**src/rtl/fft_frame_seq.sv**
```systemverilog
// rtl/fft_frame_seq.sv - frame sequencer for the 512-point FFT: block handshake, stage enables, frame start/done/count
// Optional FFT_SEQ_ERR_EN compiles the sticky ovf_err detector; otherwise ovf_err is tied low.
module fft_frame_seq #(
  parameter int BLK_PER_FRAME = 32,
  parameter int N_STAGE       = 3,
  parameter int STAGE_LAT     = 2,
  parameter int FRAME_CNT_W   = 8
) (
  input  logic                   clk,
  input  logic                   rst,
  input  logic                   din_valid,
  output logic                   din_ready,
  output logic [N_STAGE-1:0]     stg_en,
  output logic [N_STAGE*5-1:0]   stg_blk,
  output logic                   dout_valid,
  output logic [4:0]             dout_blk,
  output logic                   frame_start,
  output logic                   frame_done,
  output logic                   busy,
  output logic [FRAME_CNT_W-1:0] frame_cnt,
  output logic                   ovf_err
);

  localparam int DEPTH = N_STAGE * STAGE_LAT;
  localparam logic [1:0] S_IDLE  = 2'd0;
  localparam logic [1:0] S_FILL  = 2'd1;
  localparam logic [1:0] S_DRAIN = 2'd2;
  localparam logic [1:0] S_DONE  = 2'd3;
  localparam logic [4:0] LAST_BLK = 5'(BLK_PER_FRAME - 1);

  logic [1:0]            state;
  logic [4:0]            blk_cnt;
  logic [DEPTH:0]        pipe_vld;
  logic [DEPTH:0][4:0]   pipe_blk;
  logic                  accept;
  logic                  last_out;

  assign din_ready = ((state == S_IDLE) || (state == S_FILL)) && !rst;
  assign accept    = din_valid && din_ready;
  assign busy      = (state != S_IDLE);
  assign last_out  = pipe_vld[DEPTH] && (pipe_blk[DEPTH] == LAST_BLK);

  // Tap 0 is loaded on the accept edge, so tap j carries a block j cycles later.
  always_ff @(posedge clk) begin
    if (rst) begin
      state       <= S_IDLE;
      blk_cnt     <= '0;
      pipe_vld    <= '0;
      pipe_blk    <= '0;
      frame_start <= 1'b0;
      frame_done  <= 1'b0;
      frame_cnt   <= '0;
    end else begin
      pipe_vld    <= {pipe_vld[DEPTH-1:0], accept};
      pipe_blk    <= {pipe_blk[DEPTH-1:0], (accept ? blk_cnt : 5'd0)};
      frame_start <= accept && (state == S_IDLE);
      frame_done  <= 1'b0;
      case (state)
        S_IDLE: begin
          if (accept) begin
            state   <= S_FILL;
            blk_cnt <= 5'd1;
          end
        end
        S_FILL: begin
          if (accept) begin
            if (blk_cnt == LAST_BLK) begin
              state   <= S_DRAIN;
              blk_cnt <= '0;
            end else begin
              blk_cnt <= blk_cnt + 5'd1;
            end
          end
        end
        S_DRAIN: begin
          if (last_out) begin
            state      <= S_DONE;
            frame_done <= 1'b1;
            frame_cnt  <= frame_cnt + 1'b1;
          end
        end
        default: state <= S_IDLE;
      endcase
    end
  end

  genvar k;
  generate
    for (k = 0; k < N_STAGE; k++) begin : g_tap
      assign stg_en[k]        = pipe_vld[k*STAGE_LAT];
      assign stg_blk[5*k +: 5] = pipe_blk[k*STAGE_LAT];
    end
  endgenerate

  assign dout_valid = pipe_vld[DEPTH];
  assign dout_blk   = pipe_blk[DEPTH];

`ifdef FFT_SEQ_ERR_EN
  always_ff @(posedge clk) begin
    if (rst) begin
      ovf_err <= 1'b0;
    end else if (din_valid && !din_ready) begin
      ovf_err <= 1'b1;
    end
  end
`else
  assign ovf_err = 1'b0;
`endif

endmodule
```
**config.mk**
```make
export PLATFORM = sky130hd
export DESIGN_NAME = fft_frame_seq
export DESIGN_NICKNAME = d
export VERILOG_FILES = /design/src/rtl/fft_frame_seq.sv
export SDC_FILE = /design/constraint.sdc
export NUM_CORES = 1
export LEC_CHECK = 0
export ABC_AREA = 1
export CORE_MARGIN = 2
export CORE_UTILIZATION = 46
export DETAILED_ROUTE_END_ITERATION = 10
export DONT_BUFFER_PORTS = 1
export GPL_TIMING_DRIVEN = 0
export PLACE_DENSITY = 0.62
export SLEW_MARGIN = 20
export SYNTH_ARGS = -nofsm -noshare
export SYNTH_HDL_FRONTEND = slang
export SYNTH_SLANG_ARGS = --single-unit
```
**constraint.sdc**
```tcl
create_clock -name clk -period 1.9 [get_ports clk]
set_input_delay 0.19 -clock clk [delete_from_list [all_inputs] [get_ports clk]]
set_output_delay 0.19 -clock clk [all_outputs]
set_load 0.02 [all_outputs]
```
# Word-level counts from Yosys, hierarchy flattened

Index checks and enable logic that the tools add are counted.

Add/sub/neg operators: 2
Equality and inequality tests: 8
Mux-type cells: 10
Bitwise logic cells: 2
Reduce and logical (&&, ||, !) cells: 14

Operator list:

| cell                | count |
|---|---|
| $mux 5              | 3 |
| $eq 5x5->1 const B  | 2 |
| $pmux 5 s2          | 1 |
| $add 8x1->8 const B | 1 |
| $mux 2              | 4 |
| $ne 2x2->1 const B  | 3 |
| $pmux 2 s3          | 1 |
| $add 5x1->5 const B | 1 |
| $logic_and 1x1->1   | 4 |
| $reduce_and 4->1    | 1 |
| $reduce_bool 2->1   | 2 |
| $reduce_or 2->1     | 2 |
| $reduce_and 3->1    | 1 |
| $eq 2x1->1 const B  | 1 |
| $eq 2x2->1 const B  | 1 |
| $logic_not 2->1     | 1 |
| $ne 2x1->1 const B  | 1 |
| $not 1->1           | 2 |
| $reduce_and 2->1    | 1 |
| $logic_not 1->1     | 1 |
| $logic_or 1x1->1    | 1 |
| $mux 1              | 1 |

Flip-flop bits (word level): 59

# Logic depth before layout (Yosys ltp)

Gate-level depths: netlist of the first run.

Depth in word-level cells: 6
Depth in mapped cells: 9
Mapped depth without buffers: 9

# Worst setup path before layout of the first run

OpenSTA, ideal clock, no wires.

Kind: register to register
From: reg blk_cnt[0]
To: reg state[0]
Data arrival time: 1.273 ns
Data required time: 1.785 ns
Setup slack: 0.512 ns
Cell stages (with the launch flop): 10
Buffers on the path: 0
Period minus slack after synthesis: 1.388 ns
Cells stage by stage: dfxtp_1 ha_1 inv_1 nor3_1 ha_1 nor2_1 nor2_1 nand3_1 nand2_1 nor2_1

Cells in the longest elaborated chain, start to end: 3

Ends and longest elaborated chain:

| element                           | line | source |
|---|---|---|
| start, declared                   | 32   | `logic [4:0] blk_cnt;` |
| start signal, assigned            | 71   | `blk_cnt <= blk_cnt + 5'd1;` |
| $eq 5x5->1                        | 67   | `if (blk_cnt == LAST_BLK) begin` |
| $ne 2x1->1 (no source line)       | --   |  |
| $reduce_and 4->1 (no source line) | --   |  |
| end signal, assigned              | 68   | `state <= S_DRAIN;` |
| end signal, assigned              | 77   | `state <= S_DONE;` |
| end signal, assigned              | 82   | `default: state <= S_IDLE;` |
| end, declared                     | 31   | `logic [1:0] state;` |

No other way between the ends.
A chain may end at the register's enable or synchronous reset.

# Worst setup path after layout of the first run

Ends and elaborated chain as after synthesis.

==> results of run 1 <==
## worst max-delay path, cell delays in order, from the launching register on
cell and delay [ps]:
dfxtp_1 410, ha_1 180, inv_1 70, nor3_1 140, ha_1 200, nor2_1 60
nor2_1 230, nand3_1 110, nand2_1 70, nor2_1 30
## area by class of cell
cell class,instances,area [µm²]
flip-flops and latches,59,1180
well taps,67,83.8
inverters,54,205
fillers,466,2150
clock buffers,11,151
multi-input cells,140,692
clock inverters,4,73.8
plain buffers,30,218
## cells by family after synthesis
kind of cell / after synthesis
flops: 59
other cells: 1
compound gates: 15
buf+inv: 84
xor+xnor: 1
simple gates: 116
fa+ha+maj: 7
## stage by stage
step / power (µW) / util / setup WS (ps)
2_1_floorplan: 1680 / - / 512
3_3_place_gp: 1750 / 0.501 / 307
3_5_place_dp: 1760 / 0.501 / 317
4_1_cts: 3040 / 0.548 / 290
5_1_grt: 3160 / 0.548 / 77.6
6_report: 3000 / 0.548 / 295
## flip-flops by register name (all words and copies together), names as in the netlist
signal       count
pipe_blk        15
pipe_vld         7
state            2
frame_start      1
blk_cnt          5
stg_blk         15
frame_done       1
dout_blk         5
frame_cnt        8
## final timing paths
path | start | endpoint | slack (ps) | depth (start not counted)
setup / recovery | blk_cnt[0] | state[0] | 290 | 9
hold / removal | din_valid | stg_blk[2] | 40 | 2
setup reg to reg | blk_cnt[0] | state[0] | 290 | 9
hold reg to reg | pipe_vld[1] | pipe_vld[2] | 390 | 2
## routing by layer
layer | GRT usage | vias to the layer above | wire length (µm)
met5 | 0 | - | 0
met2 | 0.222 | 34 | 1610
met1 | 0.173 | 676 | 1720
met4 | 0.0893 | 0 | 45
met3 | 0.0656 | 5 | 159
li1 | - | 829 | -
## cell usage after synthesis, drive strengths merged
| cell type | count | share of area |
|---|---|---|
| nor3 | 3 | 0.0087 |
| buf | 26 | 0.088 |
| a21oi | 12 | 0.026 |
| o21ai | 2 | 0.0044 |
| clkbuf | 4 | 0.0065 |
| xor2 | 1 | 0.0038 |
| nand2 | 35 | 0.062 |
| dfxtp | 59 | 0.51 |
| nand3 | 10 | 0.029 |
| nor2 | 68 | 0.12 |
| conb | 1 | 0.0016 |
| inv | 54 | 0.089 |
| ha | 7 | 0.038 |
| o21bai | 1 | 0.0033 |
## power breakdown
| group | leakage, µW | internal (µW) | total, µW | switching, µW |
|---|---|---|---|---|
| clock network | 0.000115 | 802 | 1270 | 469 |
| registers | 0.000476 | 1280 | 1330 | 42.0 |
| logic | 0.000501 | 134 | 399 | 265 |
| total | 0.00109 | 2220 | 3000 | 776 |
==> metrics.txt, run 1 <==
CTS Buf Count 9; mux cell area share after synthesis 0; Total Neg Setup Slack 0 ps; Cell Area, Placed 2380 µm²; global route overflow 0; flops & latches, synth 59; number of cells upsized or downsized after cts 0; Crit Path Max Fanout 5; Total GRT Usage 0.147; fmax 623 MHz; final hold vios 0; Tcrit/Tclk final 0.845; Synth Area in Compound Gates 0.0338; CTS max path bufs 2; relative slew slack 0.649; Die X 74.7 µm; first-pass GRT wire length 5.91 mm; status complete, no violations; commonest non-fill, non-tap cell in the layout nor2_1; input/output buffers 0; Ports 40; worst-margin pin slew approximately 530 ps; DR vias 1544; Data required, critical path 2120 ps; CTS Root Cell clkbuf_8; Vert. Die Dim roughly 75 µm; row count 25; Post-Syn Instances about 280; RSZ-0062 raised after global routing false; crit path DAT 1820 ps; register area share after synthesis 0.514; setup violators final 0; Final GP Congestion 0.729; # Max-Cap Violations 0; post-route design area 2610 µm²; Avg WL per Cell 9.68 µm; postcts setup bufs 0; DRT antenna net count 0; Cell Pwr Density 1150 nW/µm²; final hold slack 35.8 ps; clk sinks 59; fin crit period 1610 ps; Die ar. about 5600 µm²; Clock Latency Late Sink 330 ps; initial core utilization 0.483; post-synthesis cell area ~2300 µm²; Worst Clk Skew 6.45 ps; n_diodes 0; area added between synthesis and finish 13.5%; CTS H-Tree Depth 3; vias in the first global route 1366; most frequent cells in the layout nor2_1 (62), dfxtp_1 (59), inv_1 (52); Inst Count DP 350; Finished Layout Cells 365; largest net degree at the start of global routing 11; synth unique cells 24; Syn Area/Cell 8.11 µm²; initial antenna violation count 0; initial DRC count 76; Max Slew Vio Count 0; Final nets approximately 300; CTS tree built; layout cells sized above 1 0.181; post-synthesis simple-gate area fraction 0.224; clock-pin slew on the worst setup and hold paths 60 ps; Adder-Cell Fraction of Synth Area 0.0381; largest family of logic cells by synthesized area simple AND/OR/NAND/NOR gates; residual DRC count 0; Worst Hold Class in -> reg; hold buffer count at CTS 0; Post-Synth XOR/XNOR Area 0.00381; Worst VDD drop approximately 0.78 mV; Pre-Repair DR Iteration Count 4; Yosys warnings 0; Final HPWL DP 2.47 mm; Setup CP Type reg -> reg; CP startpoint kind flip-flop; Total Wirelength roughly 3.5 mm; via/cell ratio 4.23; Core Area roughly 4800 µm²; crit path capture type flip-flop; Synth Net Count 293; Leakage 0.00109 µW
No activity file was read; power rests on OpenSTA's default activity.
==> inputs of run 2 (changes only) <==
Settings changed: PLACE_DENSITY 0.62 to 0.64.
Clock period 1.9 ns to 1.4 ns, I/O delays scaled along.
==> run 2 against run 1 <==
Die area unchanged. Clock power increased by 43%. Clock-buffer cell count increased by 2. Sequential power increased by 37%. Utilization increased by 3.4 points. Critical path depth decreased by 1. Cell count increased by 1.6%. Final area increased by 6.2%. Sequential cell count unchanged. Hold slack got worse by 1.4 ps. Largest power group unchanged. Highest routed layer unchanged.
==> metrics.txt, run 2 (same netlist as run 1, synthesis figures left out) <==
status complete, no violations; cell mode on critical path ha_2; DR vias 1581 (+2.4%); area added between synthesis and finish 20.5%; initial core utilization 0.483 (unchanged); worst-margin pin slew 504 ps (-21.7 ps); first-pass GRT wire length 6.43 mm (+8.7%); layout cells sized above 1 0.273 (+0.0918); Total GRT Usage 0.160 (+0.0125); Worst Hold Class in -> reg; Clock Latency Late Sink 330 ps (about the same); CTS H-Tree Depth 3 (unchanged); worst path bufs/invs 2 (+1); clk sinks 59 (unchanged); Die ar. 5570 µm² (unchanged); sw frac 0.269 (+0.0100); fin crit period 1380 ps (-221 ps); CTS Buf Count 9 (unchanged); Worst Clk Skew 6.55 ps (+0.0968 ps); CTS max path bufs 2 (unchanged); Final HPWL DP 2.48 mm (+0.69%); largest net degree at the start of global routing 11 (unchanged); final worst setup slack 15.9 ps (-279 ps); CP startpoint kind flip-flop; Data required, critical path 1620 ps (-500 ps); row count 25 (unchanged); pre-CTS setup slack -185 ps (-502 ps); input/output buffers 0 (unchanged); Crit Path Max Fanout 2 (-3); Avg WL per Cell 10.4 µm (+7.7%); Inst Count DP 350 (unchanged); residual DRC count 0 (unchanged); Cell Pwr Density 1580 nW/µm² (+38%); Crit-path slowest cell dfxtp_2; Design Power 4380 µW (+46%); Total Wirelength 3.87 mm (+9.4%); DRT antenna net count 0 (unchanged); CTS tree built; Finished Layout Cells 371 (+1.6%); Final GP Congestion 0.766 (+5.1%); clock network fraction of total power 0.413 (-0.011); Pre-Repair DR Iteration Count 5 (+1); CP delay by family, top adder cells; Setup CP Type reg -> reg; Max Slew Vio Count 0 (unchanged); fillcell total 445 (-4.5%); Comb power frac 0.170 (+0.037); RSZ-0062 raised after global routing true; global route overflow 0 (unchanged); Worst path max stage delay 340 ps (-70 ps); Worst VDD drop 0.739 mV (-5.3%); fmax 723 MHz (+16%); crit path DAT 1610 ps (-210 ps); # Max-Cap Violations 0 (unchanged); n_diodes 0 (unchanged); Vert. Die Dim 74.7 µm (unchanged); crit path capture type flip-flop; Psw 1180 µW (+52%); Core Area 4750 µm² (unchanged); internal power 3200 µW (+44%); Ports 40 (unchanged); CTS Root Cell clkbuf_8; most frequent cells in the layout nor2_1 (57), dfxtp_1 (50), inv_1 (49); initial DRC count 53 (-30%); clock-pin slew on the worst setup and hold paths 60 ps (about the same); crit path cell chain ha_2 -> inv_2 -> nor3_4 -> ha_2 -> buf_4 -> nor2_1 -> nor3_2 -> a21oi_1; initial antenna violation count 0 (unchanged); vias in the first global route 1479 (+8.3%); setup violators final 0 (unchanged); Die X 74.7 µm (unchanged); Tcrit/Tclk final 0.989 (+0.144); relative slew slack 0.664 (+0.0145); Flop pwr share 0.416 (-0.026); commonest non-fill, non-tap cell in the layout nor2_1; Leakage 0.00114 µW (+4.4%); Final nets 309 (+1.6%); via/cell ratio 4.26 (+0.74%); final hold vios 0 (unchanged)
run 2: changes by cell type in the layout (fill, tap and decap cells not counted), sizes merged:
| cell | delta |
|---|---|
| clkbuf | +2 |
| dlygate4sd3 | +1 |
| clkinv | -1 |
| buf | +4 |
run 2: per-stage QoR:
stage	util	setup TNS (ps)	instance area, µm²	hold WS (ps)
after floorplan	-	0	2300	302
after global placement	0.501	-630	2380	324
after detailed placement	0.501	-888	2380	323
after CTS	0.570	-0.304	2710	20.7
after global routing	0.582	-270	2770	35.0
final	0.582	0	2770	34.4
run 2: cell type report:
cell class	instances	area (µm²)	share of cell area
inverter	54	210	0.0760
timing repair buffer	5	40.0	0.0145
clock buffer	13	169	0.0611
tap	67	83.8	0.0303
clock inverter	3	68.8	0.0249
sequential	59	1200	0.434
buffer	30	221	0.0801
multi-input combinational	140	773	0.280
run 2: worst paths after layout:
path | start | endpoint | slack (ps) | cells past startpoint
min reg2reg | pipe_blk[27] | dout_blk[2] | 400 | 2
min | rst | frame_cnt[7] | 30 | 2
max | blk_cnt[0] | blk_cnt[0] | 20 | 8
max reg2reg | blk_cnt[0] | blk_cnt[0] | 20 | 8
run 2: power groups by stage:
stage,logic (µW),registers [µW],clock network [µW]
final,745,1820,1810
after global routing,828,1830,1920
after CTS,709,1810,1860
after detailed placement,543,1840,0
after global placement,532,1840,0
after floorplan,461,1820,0
run 2: what timing repair did:
| action | CTS | global route |
|---|---|---|
| pin swaps | 6 | 5 |
| gates resized for setup | 22 | 15 |
| endpoints found under the hold margin | 2 | 0 |
| hold buffers | 1 | 0 |
| endpoints found under the setup margin | 12 | 14 |
| setup buffers | 2 | 2 |
run 2: layer usage:
layer  wire length, µm  vias to the layer above  global-route usage  part of all wire
met5                 0                        -                   0                 0
met4                95                        0               0.113             0.025
met3               203                        7              0.0482             0.052
met2              1850                       41               0.252              0.48
met1              1720                      694               0.186              0.44
li1                  -                      839                   -                 -
run 2: worst reg2reg max path, stage by stage, from the launching register on:
cell and delay [ps]:
dfxtp_2 340, ha_2 170, inv_2 50, nor3_4 130, ha_2 240, buf_4 120
nor2_1 40, nor3_2 150, a21oi_1 50
==> inputs of run 3 (changes only) <==
Settings changed: REMOVE_ABC_BUFFERS from default to 1.
==> run 3 against run 2 <==
The run now ends with hold timing, setup timing left. Register-to-register slack got worse by 70 ps. Fmax fell by 5.0%. Sequential power barely moved. Routed wire length rose by 9.8%. Clock power fell by 9.9%. Final area rose by 7.8%. Global-route usage rose by 0.85 points. Sequential cell count did not move.
==> metrics.txt, run 3 (same netlist as run 1, synthesis figures left out) <==
status complete, but fails checks; failing checks hold timing, setup timing; worst path bufs/invs 1 (-1); Setup CP Type reg -> reg; Worst VDD drop 0.631 mV (-15%); crit path capture state[0]; residual DRC count 0 (unchanged); crit path from blk_cnt[1]; R2R setup slack -60 ps (-70 ps); input/output buffers 0 (unchanged); Pre-Repair DR Iteration Count 4 (-1); Crit Path Max Fanout 4 (+2); crit path cell chain ha_4 -> inv_4 -> nor3_4 -> ha_2 -> nor2_4 -> nor2_4 -> nand3_2 -> nand2_1 -> nor2_1; Max Slew Vio Count 0 (unchanged); RSZ-0062 raised after global routing true; FF-to-FF End state[0]; final worst setup slack -57.5 ps (-73.4 ps); via/cell ratio 4.34 (+1.8%); internal power 3100 µW (-3.1%); cell mode on critical path nor2_4; CTS H-Tree Depth 3 (unchanged); Die X 74.7 µm (unchanged); Total Wirelength 4.25 mm (+9.8%); CP delay by family, top simple AND/OR/NAND/NOR gates; Final HPWL DP 2.28 mm (-8.1%); final hold vios 11 (+11); worst r2r path cells 9 (+1); Ports 40 (unchanged); Total GRT Usage 0.168 (+0.00847); Vert. Die Dim 74.7 µm (unchanged); CTS Root Cell clkbuf_8; Psw 1220 µW (+3.5%); final hold slack -128 ps (-162 ps); Comb power frac 0.196 (+0.026); area of the multi-input gates 790 µm² (+2.1%); Avg WL per Cell 11.0 µm (+5.5%); first-pass GRT wire length 6.88 mm (+7.0%); Clock Latency Late Sink 340 ps (about the same); Cell Area, Placed 2160 µm² (-9.1%); vias in the first global route 1649 (+11%); Leakage 0.00126 µW (+10%); Cell Pwr Density 1450 nW/µm² (-8.4%); final core occ 0.627 (+0.0453); Seq. cell area 1200 µm² (+0.42%); Core Area 4750 µm² (unchanged); Crit-path slowest cell dfxtp_4; Worst path max stage delay 370 ps (+30 ps); RR Startpoint blk_cnt[1]; crit path capture type flip-flop; DR vias 1674 (+5.9%); clock network fraction of total power 0.378 (-0.035); CTS tree built; largest net degree at the start of global routing 46 (+35); global route overflow 0 (unchanged); fillcell total 431 (-3.1%); Flop pwr share 0.427 (+0.011); Worst Hold Class in -> reg; Tcrit/Tclk final 1.04 (+0.0524); clk sinks 59 (unchanged); CTS max path bufs 2 (unchanged); fmax 686 MHz (-5.0%); Die ar. 5570 µm² (unchanged); Data required, critical path 1630 ps (about the same); sw frac 0.282 (+0.0131); Final nets 324 (+4.9%); DRT antenna net count 0 (unchanged); row count 25 (unchanged); commonest non-fill, non-tap cell in the layout nor2_1; post-route design area 2980 µm² (+7.8%); most frequent cells in the layout nor2_1 (60), dfxtp_1 (48), inv_1 (47); initial antenna violation count 0 (unchanged); clock-pin slew on the worst setup and hold paths 60 ps (about the same); n_diodes 0 (unchanged); Final GP Congestion 0.749 (-2.2%); crit path DAT 1690 ps (+80 ps); initial DRC count 47 (-11%); initial core utilization 0.483 (unchanged); CP startpoint kind flip-flop; setup violators final 2 (+2); Worst path depth 9 (+1); area added between synthesis and finish 29.9%; # Max-Cap Violations 0 (unchanged); CTS Buf Count 9 (unchanged); layout cells sized above 1 0.207 (-0.0661); fin crit period 1460 ps (+73.4 ps); Worst Clk Skew 6.49 ps (-0.0592 ps)
## run 3: changes by cell type in the layout (fill, tap and decap cells not counted), moves of 2 or more
cell,before,now
dlygate4sd3_1,1,39
buf_4,28,8
clkbuf_1,5,1
nor2_2,5,1
clkinvlp_4,0,3
nor2_1,57,60
dfxtp_1,50,48
inv_1,49,47
## run 3: how the worst min path moves through the flow
stage	start	to	slack, ps	cells past startpoint
6_report	rst	blk_cnt[1]	-130	1
5_1_grt	rst	blk_cnt[1]	-150	1
4_1_cts	rst	blk_cnt[1]	-150	1
3_5_place_dp	rst	blk_cnt[4]	220	1
3_3_place_gp	rst	blk_cnt[4]	220	1
2_1_floorplan	rst	blk_cnt[1]	210	1
## run 3: layout make-up
type	instances	share of cell area
multi-input combinational	141	0.265
inverter	54	0.0726
clock buffer	13	0.0567
timing repair buffer	49	0.159
tap	67	0.0281
clock inverter	3	0.0151
sequential	59	0.404
## run 3: through the flow
stage	TNS [ps]	setup slack, ps	instances	total power (µW)
after global routing	-460	-124	386	4510
after CTS	-1.26	-1.26	382	4190
final	-90.6	-57.5	386	4320
after detailed placement	-940	-206	320	2320
after floorplan	0	11.7	253	2230
after global placement	-660	-168	320	2300
## run 3: repair_timing
item | 4_1_cts | 5_1_grt
pin swaps | 7 | 11
buffers inserted | 7 | 3
hold buffers | 38 | 1
endpoints found under the hold margin | 55 | 11
gates resized for setup | 18 | 26
setup endpoints to repair | 9 | 15
cloned | 1 | 0
## run 3: layer usage
layer	part of all wire	wire length (µm)	vias up	global-route usage
met5	0	0	-	0
met4	0.030	128	0	0.113
met3	0.066	281	10	0.0643
met2	0.49	2080	36	0.290
met1	0.41	1760	758	0.168
li1	-	-	870	-
## run 3: power groups by stage
stage               combinational, µW  clock, µW  sequential [µW]
floorplan                         393          0             1840
global placement                  449          0             1850
detailed placement                465          0             1850
CTS                               679       1670             1840
global route                      926       1730             1850
finish                            844       1630             1840
